### src/rtl/peridot_cam_capture.sv
// Camera byte capture: crops a frame to a word-aligned window and writes it to an 8-to-32 FIFO.
// Latency: one cycle from camera sample to fifo_wrreq. Backpressure: a byte arriving on fifo_full is dropped and overflow is set.
module peridot_cam_capture #(
  parameter int HCOUNT_W = 12,
  parameter int VCOUNT_W = 11
) (
  input  logic                csi_global_clk,
  input  logic                csi_global_reset_n,
  input  logic [7:0]          cam_data,
  input  logic                cam_href,
  input  logic                cam_vsync,
  input  logic                start,
  input  logic                abort,
  input  logic [HCOUNT_W-1:0] hstart,
  input  logic [HCOUNT_W-1:0] hsize,
  input  logic [VCOUNT_W-1:0] vstart,
  input  logic [VCOUNT_W-1:0] vsize,
  input  logic                fifo_full,
  output logic                fifo_wrreq,
  output logic [7:0]          fifo_data,
  output logic                busy,
  output logic                done,
  output logic                overflow,
  output logic                short_frame
);

  typedef enum logic [1:0] {S_IDLE, S_SYNC, S_ACTIVE, S_DONE} state_t;

  localparam logic [HCOUNT_W-1:0] HMASK = ~HCOUNT_W'(3);

  state_t r_state, w_next;

  logic                r_hist_vld, r_href_d, r_vsync_d, r_seen_rise;
  logic [HCOUNT_W-1:0] r_hcount, r_hstart, r_hsize;
  logic [VCOUNT_W-1:0] r_vcount, r_vstart, r_vsize;
  logic                r_wrreq, r_overflow, r_short;
  logic [7:0]          r_data;

  logic                w_vs_rise, w_vs_fall, w_href_fall;
  logic [HCOUNT_W:0]   w_hend;
  logic [VCOUNT_W:0]   w_vend;
  logic [HCOUNT_W-1:0] w_hcount_inc;
  logic [VCOUNT_W-1:0] w_vcount_inc;
  logic                w_in_win, w_frame_end, w_sample, w_accept;

  // History is only trusted once it holds a real sample, so the first cycle after reset sees no edge.
  assign w_vs_rise   = r_hist_vld &&  cam_vsync && !r_vsync_d;
  assign w_vs_fall   = r_hist_vld && !cam_vsync &&  r_vsync_d;
  assign w_href_fall = r_hist_vld && !cam_href  &&  r_href_d;

  assign w_hend       = {1'b0, r_hstart} + {1'b0, r_hsize};
  assign w_vend       = {1'b0, r_vstart} + {1'b0, r_vsize};
  assign w_hcount_inc = (&r_hcount) ? r_hcount : r_hcount + HCOUNT_W'(1);
  assign w_vcount_inc = (&r_vcount) ? r_vcount : r_vcount + VCOUNT_W'(1);

  assign w_in_win = (r_hcount >= r_hstart) && ({1'b0, r_hcount} < w_hend) &&
                    (r_vcount >= r_vstart) && ({1'b0, r_vcount} < w_vend);

  assign w_frame_end = w_href_fall && ({1'b0, w_vcount_inc} == w_vend);
  assign w_sample    = (r_state == S_ACTIVE) && cam_href && w_in_win && !abort;
  assign w_accept    = start && !abort;

  always_ff @(posedge csi_global_clk or negedge csi_global_reset_n) begin
    if (!csi_global_reset_n) r_state <= S_IDLE;
    else                     r_state <= w_next;
  end

  always_comb begin
    w_next = r_state;
    case (r_state)
      S_IDLE:   if (w_accept) w_next = S_SYNC;
      S_SYNC: begin
        if (abort)                         w_next = S_IDLE;
        else if (r_seen_rise && w_vs_fall) w_next = S_ACTIVE;
      end
      S_ACTIVE: begin
        if (abort)                          w_next = S_IDLE;
        else if (w_frame_end || w_vs_rise)  w_next = S_DONE;
      end
      S_DONE:   w_next = S_IDLE;
      default:  w_next = S_IDLE;
    endcase
  end

  always_ff @(posedge csi_global_clk or negedge csi_global_reset_n) begin
    if (!csi_global_reset_n) begin
      r_hist_vld  <= 1'b0;
      r_href_d    <= 1'b0;
      r_vsync_d   <= 1'b0;
      r_seen_rise <= 1'b0;
      r_hcount    <= '0;
      r_vcount    <= '0;
      r_hstart    <= '0;
      r_hsize     <= '0;
      r_vstart    <= '0;
      r_vsize     <= '0;
      r_wrreq     <= 1'b0;
      r_data      <= '0;
      r_overflow  <= 1'b0;
      r_short     <= 1'b0;
    end else begin
      r_hist_vld <= 1'b1;
      r_href_d   <= cam_href;
      r_vsync_d  <= cam_vsync;
      r_wrreq    <= w_sample && !fifo_full;
      if (w_sample && !fifo_full) r_data <= cam_data;

      case (r_state)
        S_IDLE: begin
          r_seen_rise <= 1'b0;
          if (w_accept) begin
            r_hstart   <= hstart & HMASK;
            r_hsize    <= hsize & HMASK;
            r_vstart   <= vstart;
            r_vsize    <= vsize;
            r_overflow <= 1'b0;
            r_short    <= 1'b0;
          end
        end
        S_SYNC: begin
          if (w_vs_rise) r_seen_rise <= 1'b1;
          if (w_next == S_ACTIVE) begin
            r_hcount <= '0;
            r_vcount <= '0;
          end
        end
        S_ACTIVE: begin
          if (w_sample && fifo_full) r_overflow <= 1'b1;
          if (cam_href) begin
            r_hcount <= w_hcount_inc;
          end else if (w_href_fall) begin
            r_hcount <= '0;
            r_vcount <= w_vcount_inc;
          end
          // A completed last line takes precedence over a coincident vsync rise.
          if (!abort && !w_frame_end && w_vs_rise) r_short <= 1'b1;
        end
        default: ;
      endcase
    end
  end

  assign fifo_wrreq  = r_wrreq;
  assign fifo_data   = r_data;
  assign busy        = (r_state != S_IDLE);
  assign done        = (r_state == S_DONE);
  assign overflow    = r_overflow;
  assign short_frame = r_short;

endmodule

### config.mk
export PLATFORM = sky130hd
export DESIGN_NAME = peridot_cam_capture
export DESIGN_NICKNAME = d
export VERILOG_FILES = /design/src/rtl/peridot_cam_capture.sv
export SDC_FILE = /design/constraint.sdc
export NUM_CORES = 1
export LEC_CHECK = 0
export CORE_MARGIN = 10
export CORE_UTILIZATION = 60
export DETAILED_ROUTE_END_ITERATION = 8
export PLACE_DENSITY = 0.95
export SLEW_MARGIN = 30
export SYNTH_ARGS = -nofsm -noshare
export SYNTH_HDL_FRONTEND = slang
export SYNTH_SLANG_ARGS = --single-unit
### constraint.sdc
create_clock -name csi_global_clk -period 8.9 [get_ports csi_global_clk]
set_clock_uncertainty 0.15 [all_clocks]
set_input_delay 1.78 -clock csi_global_clk [delete_from_list [all_inputs] [get_ports csi_global_clk]]
set_output_delay 1.78 -clock csi_global_clk [all_outputs]
set_load 0.01 [all_outputs]
==> key figures, run 1 <==
Power
  – P_sw: 453 µW
  – Leak: 0.00309 µW
  – Flop pwr share: 35.4%
  – Power Total: 1220 µW
  – Worst IR Drop VDD: 146 µV
  – Sw Share: 37.0%
  – Gate power share: 40.9%
  – Power Dens Cells: approximately 180 mW/mm²
  – Int Pwr: 771 µW
  – Clk pwr share: 23.7%

Logic synthesis
  – Largest cells by area after synthesis: dfrtp_1 35%, ha_1 14%, mux2_2 5.2%, o21ai_0 4.9%, nand2_1 3.0%
  – Post-synthesis cell area: 0.00581 mm²
  – Number of library cell types mapped by synthesis: 75
  – Register area share after synthesis: 35.3%
  – Commonest cells post-synth: 82 x dfrtp_1, 64 x ha_1, 57 x o21ai_0
  – Asr flop ratio synth: 100%
  – Main synth FF type: dfrtp_1
  – Synthesized Nets: between 700 and 800
  – EDFF count, synth: 0
  – Most common cell in the netlist: dfrtp_1
  – Synth warnings: 0
  – Avg Cell Area, Syn: 9.52 µm²
  – Syn Inst Count: just over 600
  – Register bit total from synthesis: 82
  – Yosys top cell area share: a little over a third
  – Top cell type by total area after synthesis: dfrtp_1

Cells and area
  – Final nets: 803
  – Syn-to-layout area delta: 17.1%
  – Finished Layout Cells: 810
  – Post-Layout Inst Area: between 0.006 and 0.007 mm²
  – Share of layout cells above drive strength 1: 10.6%
  – ANT cells: 0

Critical path
  – Startpoint types: input port
  – Reg2Reg Depth: 15
  – WP data required: 9.01 ns
  – R2r endpoint: fifo_data[7]
  – Worst Setup End Kind: register
  – Worst setup path class: in2reg
  – Origin of the critical flop-to-flop path: r_vstart[0]
  – Arr. time, crit path: between 4 and 5 ns
  – Register-to-register setup slack: ~5.0 ns
  – Crit Path Max Fanout: 12

Die
  – Die Area: 0.0140 mm²
  – Die width: 118 µm
  – DIE HEIGHT: 118 µm
  – Core area: 0.00933 mm²
  – Initial core utilization: 62.3%
  – # rows: 35
  – Num ports: 74

Detailed routing
  – Vias per inst: about 6.1
  – Via count: between 4000 and 5000
  – Drt total wl: 14.5 mm
  – Antenna-violating nets left: 0
  – First DRT Iteration DRCs: 316
  – Drt pass-1 iters: 4
  – DRC errors left: 0
  – Drt wl/cell: 17.9 µm

STA
  – Worst Tran Pin Value: 0.893 ns
  – Setup TNS: 0 ns
  – Final Hold Fails: 0
  – RSZ-0062 raised after global routing: false
  – Pins Over Slew Limit: 0
  – Max-slew headroom: 40.4%
  – Smallest hold slack: 0.345 ns
  – Final period util: 44.2%
  – Fmax: approximately 0.25 GHz
  – # setup viols final: 0
  – Min Tclk post-route: between 3 and 4 ns

Global routing
  – Initial antenna violation count: 0
  – GRT overflow: 0
  – Vias in the first global route: 5092
  – Largest net degree at the start of global routing: 83
  – First-pass GRT wire length: 24.6 mm
  – GR Util All Layers: 20.7%

Clocking
  – Htree depth: 3
  – Setup Fix Bufs, Post-CTS: 0
  – Worst skew pair latency: 0.37 ns
  – Clk slew on worst S/H paths: 0.09 ns
  – Resize count post-CTS: 0
  – Num CTS Buffers: 9
  – Hold_buf cts: 0
  – Clock Sinks: 82
  – CTS Root Cell: clkbuf_8
  – CTS tree: built
  – Clock Path Buffers: 2

Placed design
  – Routability congestion estimate: slightly above 0.9
  – Inst Count DP: between 700 and 800
  – DP Wirelength: 10.9 mm
  – Number of I/O port buffers: 69
  – Dpl cell area: 0.00661 mm²

Hold path
  – Hold worst-path end: r_seen_rise
  – Hold path cells: 1
  – HP Class: reg2reg
  – HP Start: r_seen_rise

Run status
  – Status: finished clean

Flow run
  – Max-Cap Viols: 0
-- registers in the layout (all words and copies together), names as in the netlist, 2 cells and up --
name / flops
r_vsize: 11
r_vstart: 11
r_state: 2
fifo_data: 8
r_hcount: 12
r_hstart: 10
r_vcount: 11
r_hsize: 10
-- worst max-delay path, stage by stage --
cell and delay [ns]:
clkdlybuf4s50_1 0.65, nand2_1 0.33, nor3_1 0.27, o211ai_1 0.14, a31oi_2 0.25, nand4b_4 0.24, mux2_1 0.38
-- layer usage --
layer	GRT usage [%]	routed length [µm]	part of all wire, %	up-vias
met5	0	0	0	-
met4	7.18	379	2.6	0
met3	4.57	687	4.7	37
met1	22.5	5720	39	2371
met2	38.7	7740	53	166
li1	-	-	-	2357
-- how the worst max path moves through the flow --
| stage | start | endpoint | slack [ns] | cells past startpoint |
|---|---|---|---|---|
| finish | cam_href | fifo_data[7] | 4.97 | 7 |
| global route | cam_vsync | r_vcount[1] | 4.77 | 8 |
| CTS | cam_href | fifo_data[7] | 4.98 | 7 |
| detailed placement | cam_href | fifo_data[7] | 4.60 | 7 |
| global placement | cam_href | fifo_data[3] | 4.67 | 7 |
| floorplan | cam_href | fifo_data[1] | 5.51 | 7 |
-- cells by family (layout without fill, tap and decap cells) --
| kind of cell | Yosys count | count (layout) | synth area share [%] |
|---|---|---|---|
| AO/OA/AOI/OAI | 175 | 175 | 19.4 |
| AND/OR/NAND/NOR | 171 | 171 | 16.3 |
| flip-flops | 82 | 82 | 35.3 |
| adder cells (fa/ha/maj) | 66 | 66 | 14.5 |
| buffers and inverters | 58 | 128 | 3.98 |
| multiplexers | 32 | 32 | 6.20 |
| XOR/XNOR | 26 | 26 | 4.28 |
| other | 1 | 1 | 0.0645 |
-- final cells by class --
class	count	area (µm²)
clock buffers	9	124
flip-flops and latches	82	2050
clock inverters	7	80.1
inverters	42	158
well taps	129	161
repair buffers	70	699
multi-input cells	471	3540
fillers	655	2520
-- cell usage in the layout (no fill, tap or decap), drive strengths merged, types with 21 or more instances in the layout --
cell type and count:
nor2 31, o21ai 62, a21oi 36, nand2 47, dfrtp 82, clkdlybuf4s50 68
nand3 21, inv 46, ha 64, mux2 32
-- metrics by stage --
step | worst slack [ns] | utilization [%]
3_3_place_gp | 4.67 | 70.8
4_1_cts | 4.98 | 73.0
6_report | 4.97 | 73.0
3_5_place_dp | 4.60 | 70.8
5_1_grt | 4.77 | 73.0
2_1_floorplan | 5.51 | -
-- power by group through the flow --
stage | clock, µW | sequential, µW | combinational (µW)
finish | 290 | 433 | 501
global route | 308 | 437 | 559
CTS | 292 | 433 | 497
detailed placement | 0 | 440 | 490
global placement | 0 | 437 | 458
floorplan | 0 | 432 | 364
Note: power is estimated with default switching activity, not from simulation.
==> run 2: changes to the inputs <==
CORE_UTILIZATION = 57   (was 60)
PLACE_DENSITY = 0.94   (was 0.95)
clock period = 4.1 ns   (was 8.9 ns; I/O delays follow)
==> run 2 against run 1 <==
Net effect: combinational power is 120% higher; die area up 4.4%; worst hold slack got worse by 0.034 ns; critical endpoint is now fifo_data[1].
==> key figures, run 2 (synthesized netlist as in run 1, its figures left out) <==
Die
  – Die width: 121 µm
  – Initial core utilization: 58.9%
  – # rows: 36
  – Die Area: 0.0146 mm²
  – DIE HEIGHT: around 120 µm
  – Core area: 0.00986 mm²
  – Num ports: 74

Critical path
  – Origin of the critical flop-to-flop path: r_vstart[0]
  – Crit Path Max Fanout: 9
  – Cell chain of the critical path: ha_1 -> inv_1 -> fa_1 -> nand2b_1 -> a21o_1 -> a21oi_2 -> a211oi_1 -> nor3_2 -> ha_1 -> nand3_1 -> a21oi_1 -> o21ai_1 -> a21o_1 -> nand4b_4 -> mux2_1
  – Worst Setup End Kind: register
  – Startpoint types: register
  – Crit path from: r_vstart[0]
  – Register-to-register setup slack: a little under 0.3 ns
  – Worst stage delay on the critical path: 0.40 ns
  – Arr. time, crit path: 3.91 ns
  – WP data required: 4.20 ns
  – Worst setup path end: fifo_data[1]
  – CP max-delay cell: dfrtp_1
  – Reg2Reg Depth: 15
  – Worst setup path class: reg2reg
  – Crit path depth: 15
  – Buf+Inv Stages, Crit Path: 1
  – Kind of cell adding the most delay to the critical path: compound AO/OA/AOI/OAI gates
  – R2r endpoint: fifo_data[1]

STA
  – Max-slew headroom: between 40% and 50%
  – Setup TNS: 0 ns
  – Final Hold Fails: 0
  – Pins Over Slew Limit: 0
  – # setup viols final: 0
  – Setup ws final: 0.289 ns
  – Min Tclk post-route: 3.81 ns
  – Worst Tran Pin Value: between 0.7 and 0.8 ns
  – Final period util: 93.0%
  – Fmax: 0.262 GHz
  – RSZ-0062 raised after global routing: false

Global routing
  – Largest net degree at the start of global routing: 83
  – GR Util All Layers: 20.9%
  – GRT overflow: 0
  – First-pass GRT wire length: between 20 and 30 mm
  – Initial antenna violation count: 0
  – Vias in the first global route: 5358

Hold path
  – HP Class: in2async

Placed design
  – DP Wirelength: ~11 mm
  – Place WS: 0.359 ns
  – Inst Count DP: 799
  – Routability congestion estimate: 0.929
  – Number of I/O port buffers: 69

Cells and area
  – ANT cells: 0
  – Largest Register: r_hcount
  – Max reg flops: 12
  – Share of layout cells above drive strength 1: 10.6%
  – Final nets: 804
  – Most common cell after layout, fill and taps aside: dfrtp_1
  – Syn-to-layout area delta: 18.4%
  – Filler cells: 677
  – Finished Layout Cells: 815
  – Leading cell types in the layout, fill and taps excluded: 82 x dfrtp_1, 68 x clkdlybuf4s50_1, 64 x ha_1

Detailed routing
  – Via count: roughly 5000
  – DRC errors left: 0
  – Drt wl/cell: 18.0 µm
  – Antenna-violating nets left: 0
  – Drt pass-1 iters: 5
  – Vias per inst: 6.19
  – First DRT Iteration DRCs: 307
  – Drt total wl: 14.7 mm

Run status
  – Status: finished clean

Clocking
  – Clock Sinks: 82
  – Worst skew pair latency: 0.37 ns
  – Hold_buf cts: 0
  – Setup Fix Bufs, Post-CTS: 0
  – Resize count post-CTS: 0
  – Num CTS Buffers: 9
  – CTS Root Cell: clkbuf_8
  – CTS tree: built
  – Htree depth: 3
  – Clk slew on worst S/H paths: ~0.090 ns
  – Clock Path Buffers: 2

Power
  – Power Dens Cells: about 410 mW/mm²
  – Leak: between 0.003 and 0.004 µW
  – Worst IR Drop VDD: 224 µV
  – Power Total: 2820 µW

Flow run
  – Max-Cap Viols: 0
[run 2: changes by cell type in the layout (fill, tap and decap cells not counted), sizes merged]
| cell | change |
|---|---|
| inv | -3 |
| clkbuf | +1 |
| bufinv | +3 |
| buf | +1 |
| clkinvlp | -1 |
[run 2: report_power, final]
part           switching [µW]  leakage [µW]  internal, µW
Clock                     321      0.000131           470
Combinational             592       0.00194           494
Sequential               52.3       0.00106           886
Total                     965       0.00312          1850
[run 2: worst min path at each step]
| stage | start | to | slack (ns) | depth (start not counted) |
|---|---|---|---|---|
| floorplan | r_seen_rise | r_seen_rise | 0.31 | 1 |
| detailed placement | fifo_data[6] | fifo_data[6] | 0.34 | 1 |
| global placement | r_seen_rise | r_seen_rise | 0.32 | 1 |
| global route | fifo_data[6] | fifo_data[6] | 0.37 | 1 |
| CTS | fifo_data[6] | fifo_data[6] | 0.36 | 1 |
| finish | csi_global_reset_n | r_vcount[1] | 0.31 | 1 |
[run 2: metrics by stage]
stage / hold slack [ns] / area [µm²] / util, %
finish: 0.311 / 6880 / 69.8
global route: 0.372 / 6880 / 69.8
CTS: 0.359 / 6880 / 69.8
detailed placement: 0.339 / 6620 / 67.1
global placement: 0.321 / 6620 / 67.1
floorplan: 0.307 / 5810 / -
[run 2: cell type report]
type                    count  area (µm²)  share of cell area [%]
inverters                  42         158                    2.29
flip-flops and latches     82        2050                    29.8
multi-input cells         471        3540                    51.4
clock buffers              10         128                    1.85
clock inverters             6         138                    2.00
repair buffers             71         707                    10.3
well taps                 133         166                    2.42
[run 2: routing by layer]
metal  vias to the layer above  GRT usage, %  routed length, µm
met5                         -             0                  0
li1                       2354             -                  -
met4                         0          8.90                481
met3                        56          4.51                747
met2                       208          37.1               7770
met1                      2428          23.5               5680
[run 2: worst register-to-register path: cells and delay by family, from the launching register on]
family          cells  cell delay (ns)
compound gates      6             0.99
fa+ha+maj           3             0.91
simple gates        4             0.79
flops               1             0.40
mux                 1             0.38
buf+inv             1             0.07
==> run 3: changes to the inputs <==
CORE_ASPECT_RATIO = 0.9   (was not set)
==> run 3 against run 2 <==
Net effect: total power increased by 2.4%; largest power group unchanged; global-route usage is 0.87 points lower; combinational power about the same; cell area is 0.62% higher; sequential power grew 0.4%; flip-flop and latch count stayed put; critical endpoint unchanged.
==> key figures, run 3 (synthesized netlist as in run 1, its figures left out) <==
Run status
  – Status: finished clean

Power
  – Leak: 0.00314 µW
  – Flop pwr share: 32.7%
  – Clk pwr share: 29.3%
  – Gate power share: 38.0%
  – Sw Share: about a third
  – Worst IR Drop VDD: 283 µV
  – Power Dens Cells: between 400 and 500 mW/mm²
  – Int Pwr: 1880 µW
  – P_sw: 1010 µW

Detailed routing
  – First DRT Iteration DRCs: 432
  – Via count: about 5000
  – Drt wl/cell: 18.5 µm
  – Drt total wl: between 10 and 15 mm
  – Antenna-violating nets left: 0
  – DRC errors left: 0
  – Vias per inst: 6.13
  – Drt pass-1 iters: 7

Clocking
  – Hold_buf cts: 0
  – Setup Fix Bufs, Post-CTS: 0
  – Worst skew pair latency: 0.35 ns
  – CTS Root Cell: clkbuf_16
  – Clk slew on worst S/H paths: about 0.060 ns
  – CTS tree: built
  – Clock Path Buffers: 2
  – Htree depth: 3
  – Clock Sinks: a little over 80
  – Num CTS Buffers: 9
  – Resize count post-CTS: 0

Die
  – DIE HEIGHT: around 120 µm
  – Initial core utilization: 59.2%
  – Core area: between 0.009 and 0.01 mm²
  – Num ports: 74
  – Die Area: between 0.01 and 0.015 mm²
  – # rows: 34
  – Die width: 126 µm

Placed design
  – DP Wirelength: 11.2 mm
  – Routability congestion estimate: 0.906
  – Number of I/O port buffers: 69
  – Place WS: approximately 0.35 ns

Global routing
  – GRT overflow: 0
  – Initial antenna violation count: 0
  – First-pass GRT wire length: 24.6 mm
  – Vias in the first global route: 5204
  – GR Util All Layers: roughly a fifth
  – Largest net degree at the start of global routing: 65

Cells and area
  – Largest Register: r_hcount
  – Share of layout cells above drive strength 1: 10.8%
  – Leading cell types in the layout, fill and taps excluded: 82 x dfrtp_1, 68 x clkdlybuf4s50_1, 64 x ha_1
  – Max reg flops: 12
  – Syn-to-layout area delta: 19.1%
  – Most common cell after layout, fill and taps aside: dfrtp_1
  – Filler cells: a little under 700
  – Final nets: 805

STA
  – Max-slew headroom: 48.7%
  – Setup TNS: 0 ns
  – Min Tclk post-route: approximately 3.8 ns
  – Worst Tran Pin Value: ~0.76 ns
  – Fmax: 0.262 GHz
  – Final period util: 93.0%
  – Setup ws final: slightly below 0.3 ns
  – RSZ-0062 raised after global routing: false
  – Pins Over Slew Limit: 0
  – Final Hold Fails: 0
  – # setup viols final: 0

Flow run
  – Max-Cap Viols: 0

Critical path
  – Worst setup path class: reg2reg
  – Most frequent cell on the critical path: a21oi_1
  – Startpoint types: register
  – Worst stage delay on the critical path: 0.42 ns
  – Crit Path Max Fanout: 9
  – CP max-delay cell: dfrtp_1
  – Kind of cell adding the most delay to the critical path: compound AO/OA/AOI/OAI gates
  – Buf+Inv Stages, Crit Path: 0
  – WP data required: 4.17 ns
  – Arr. time, crit path: 3.88 ns
  – Worst Setup End Kind: register
  – Cell chain of the critical path: ha_1 -> a21o_1 -> a21oi_1 -> o21bai_1 -> a21oi_1 -> o21bai_1 -> a21oi_1 -> nor4bb_1 -> a211oi_1 -> ha_1 -> o2111ai_1 -> nand4b_4 -> mux2_1

Hold path
  – HP Class: reg2reg
run 3: changes by cell type in the layout (fill, tap and decap cells not counted), sizes merged:
cell and change:
diode +1, clkinvlp +2, buf +1, bufinv -3, inv +1
run 3: final cells by class:
cell class | instances | area [µm²] | share of cell area [%]
tap | 126 | 158 | 2.28
inverter | 42 | 158 | 2.28
clock buffer | 10 | 239 | 3.45
multi-input combinational | 471 | 3540 | 51.0
antenna | 1 | 2.50 | 0.0361
timing repair buffer | 72 | 711 | 10.3
clock inverter | 6 | 71.3 | 1.03
sequential | 82 | 2050 | 29.6
run 3: through the flow:
stage	utilization, %	area (µm²)	total power (µW)	hold WS (ns)	std cells
3_3_place_gp	67.3	6610	1930	0.319	793
4_1_cts	70.5	6920	2870	0.345	809
5_1_grt	70.5	6920	3040	0.365	809
3_5_place_dp	67.3	6610	2020	0.329	793
6_report	70.5	6930	2880	0.340	810
2_1_floorplan	-	5810	1730	0.307	611
run 3: power groups by stage:
stage / sequential [µW] / combinational (µW) / clock [µW]
floorplan: 937 / 790 / 0
global placement: 949 / 977 / 0
detailed placement: 957 / 1060 / 0
CTS: 942 / 1080 / 853
global route: 952 / 1200 / 888
finish: 942 / 1100 / 845
run 3: path summary, 6_finish.rpt:
path / from / end / slack, ns / cells past startpoint
max: r_hstart[3] / fifo_data[1] / 0.29 / 13
min: fifo_data[3] / fifo_data[3] / 0.34 / 1
max reg2reg: r_hstart[3] / fifo_data[1] / 0.29 / 13
min reg2reg: fifo_data[3] / fifo_data[3] / 0.34 / 1
max in group asynchronous: csi_global_reset_n / r_vstart[5] / 2.57 / 2
min in group asynchronous: csi_global_reset_n / r_vcount[0] / 0.38 / 1
run 3: routing by layer:
layer  global-route usage [%]  wire length [µm]
met5                        0                 0
met2                     36.4              7930
met1                     21.9              5910
met3                     4.79               732
met4                     8.64               399
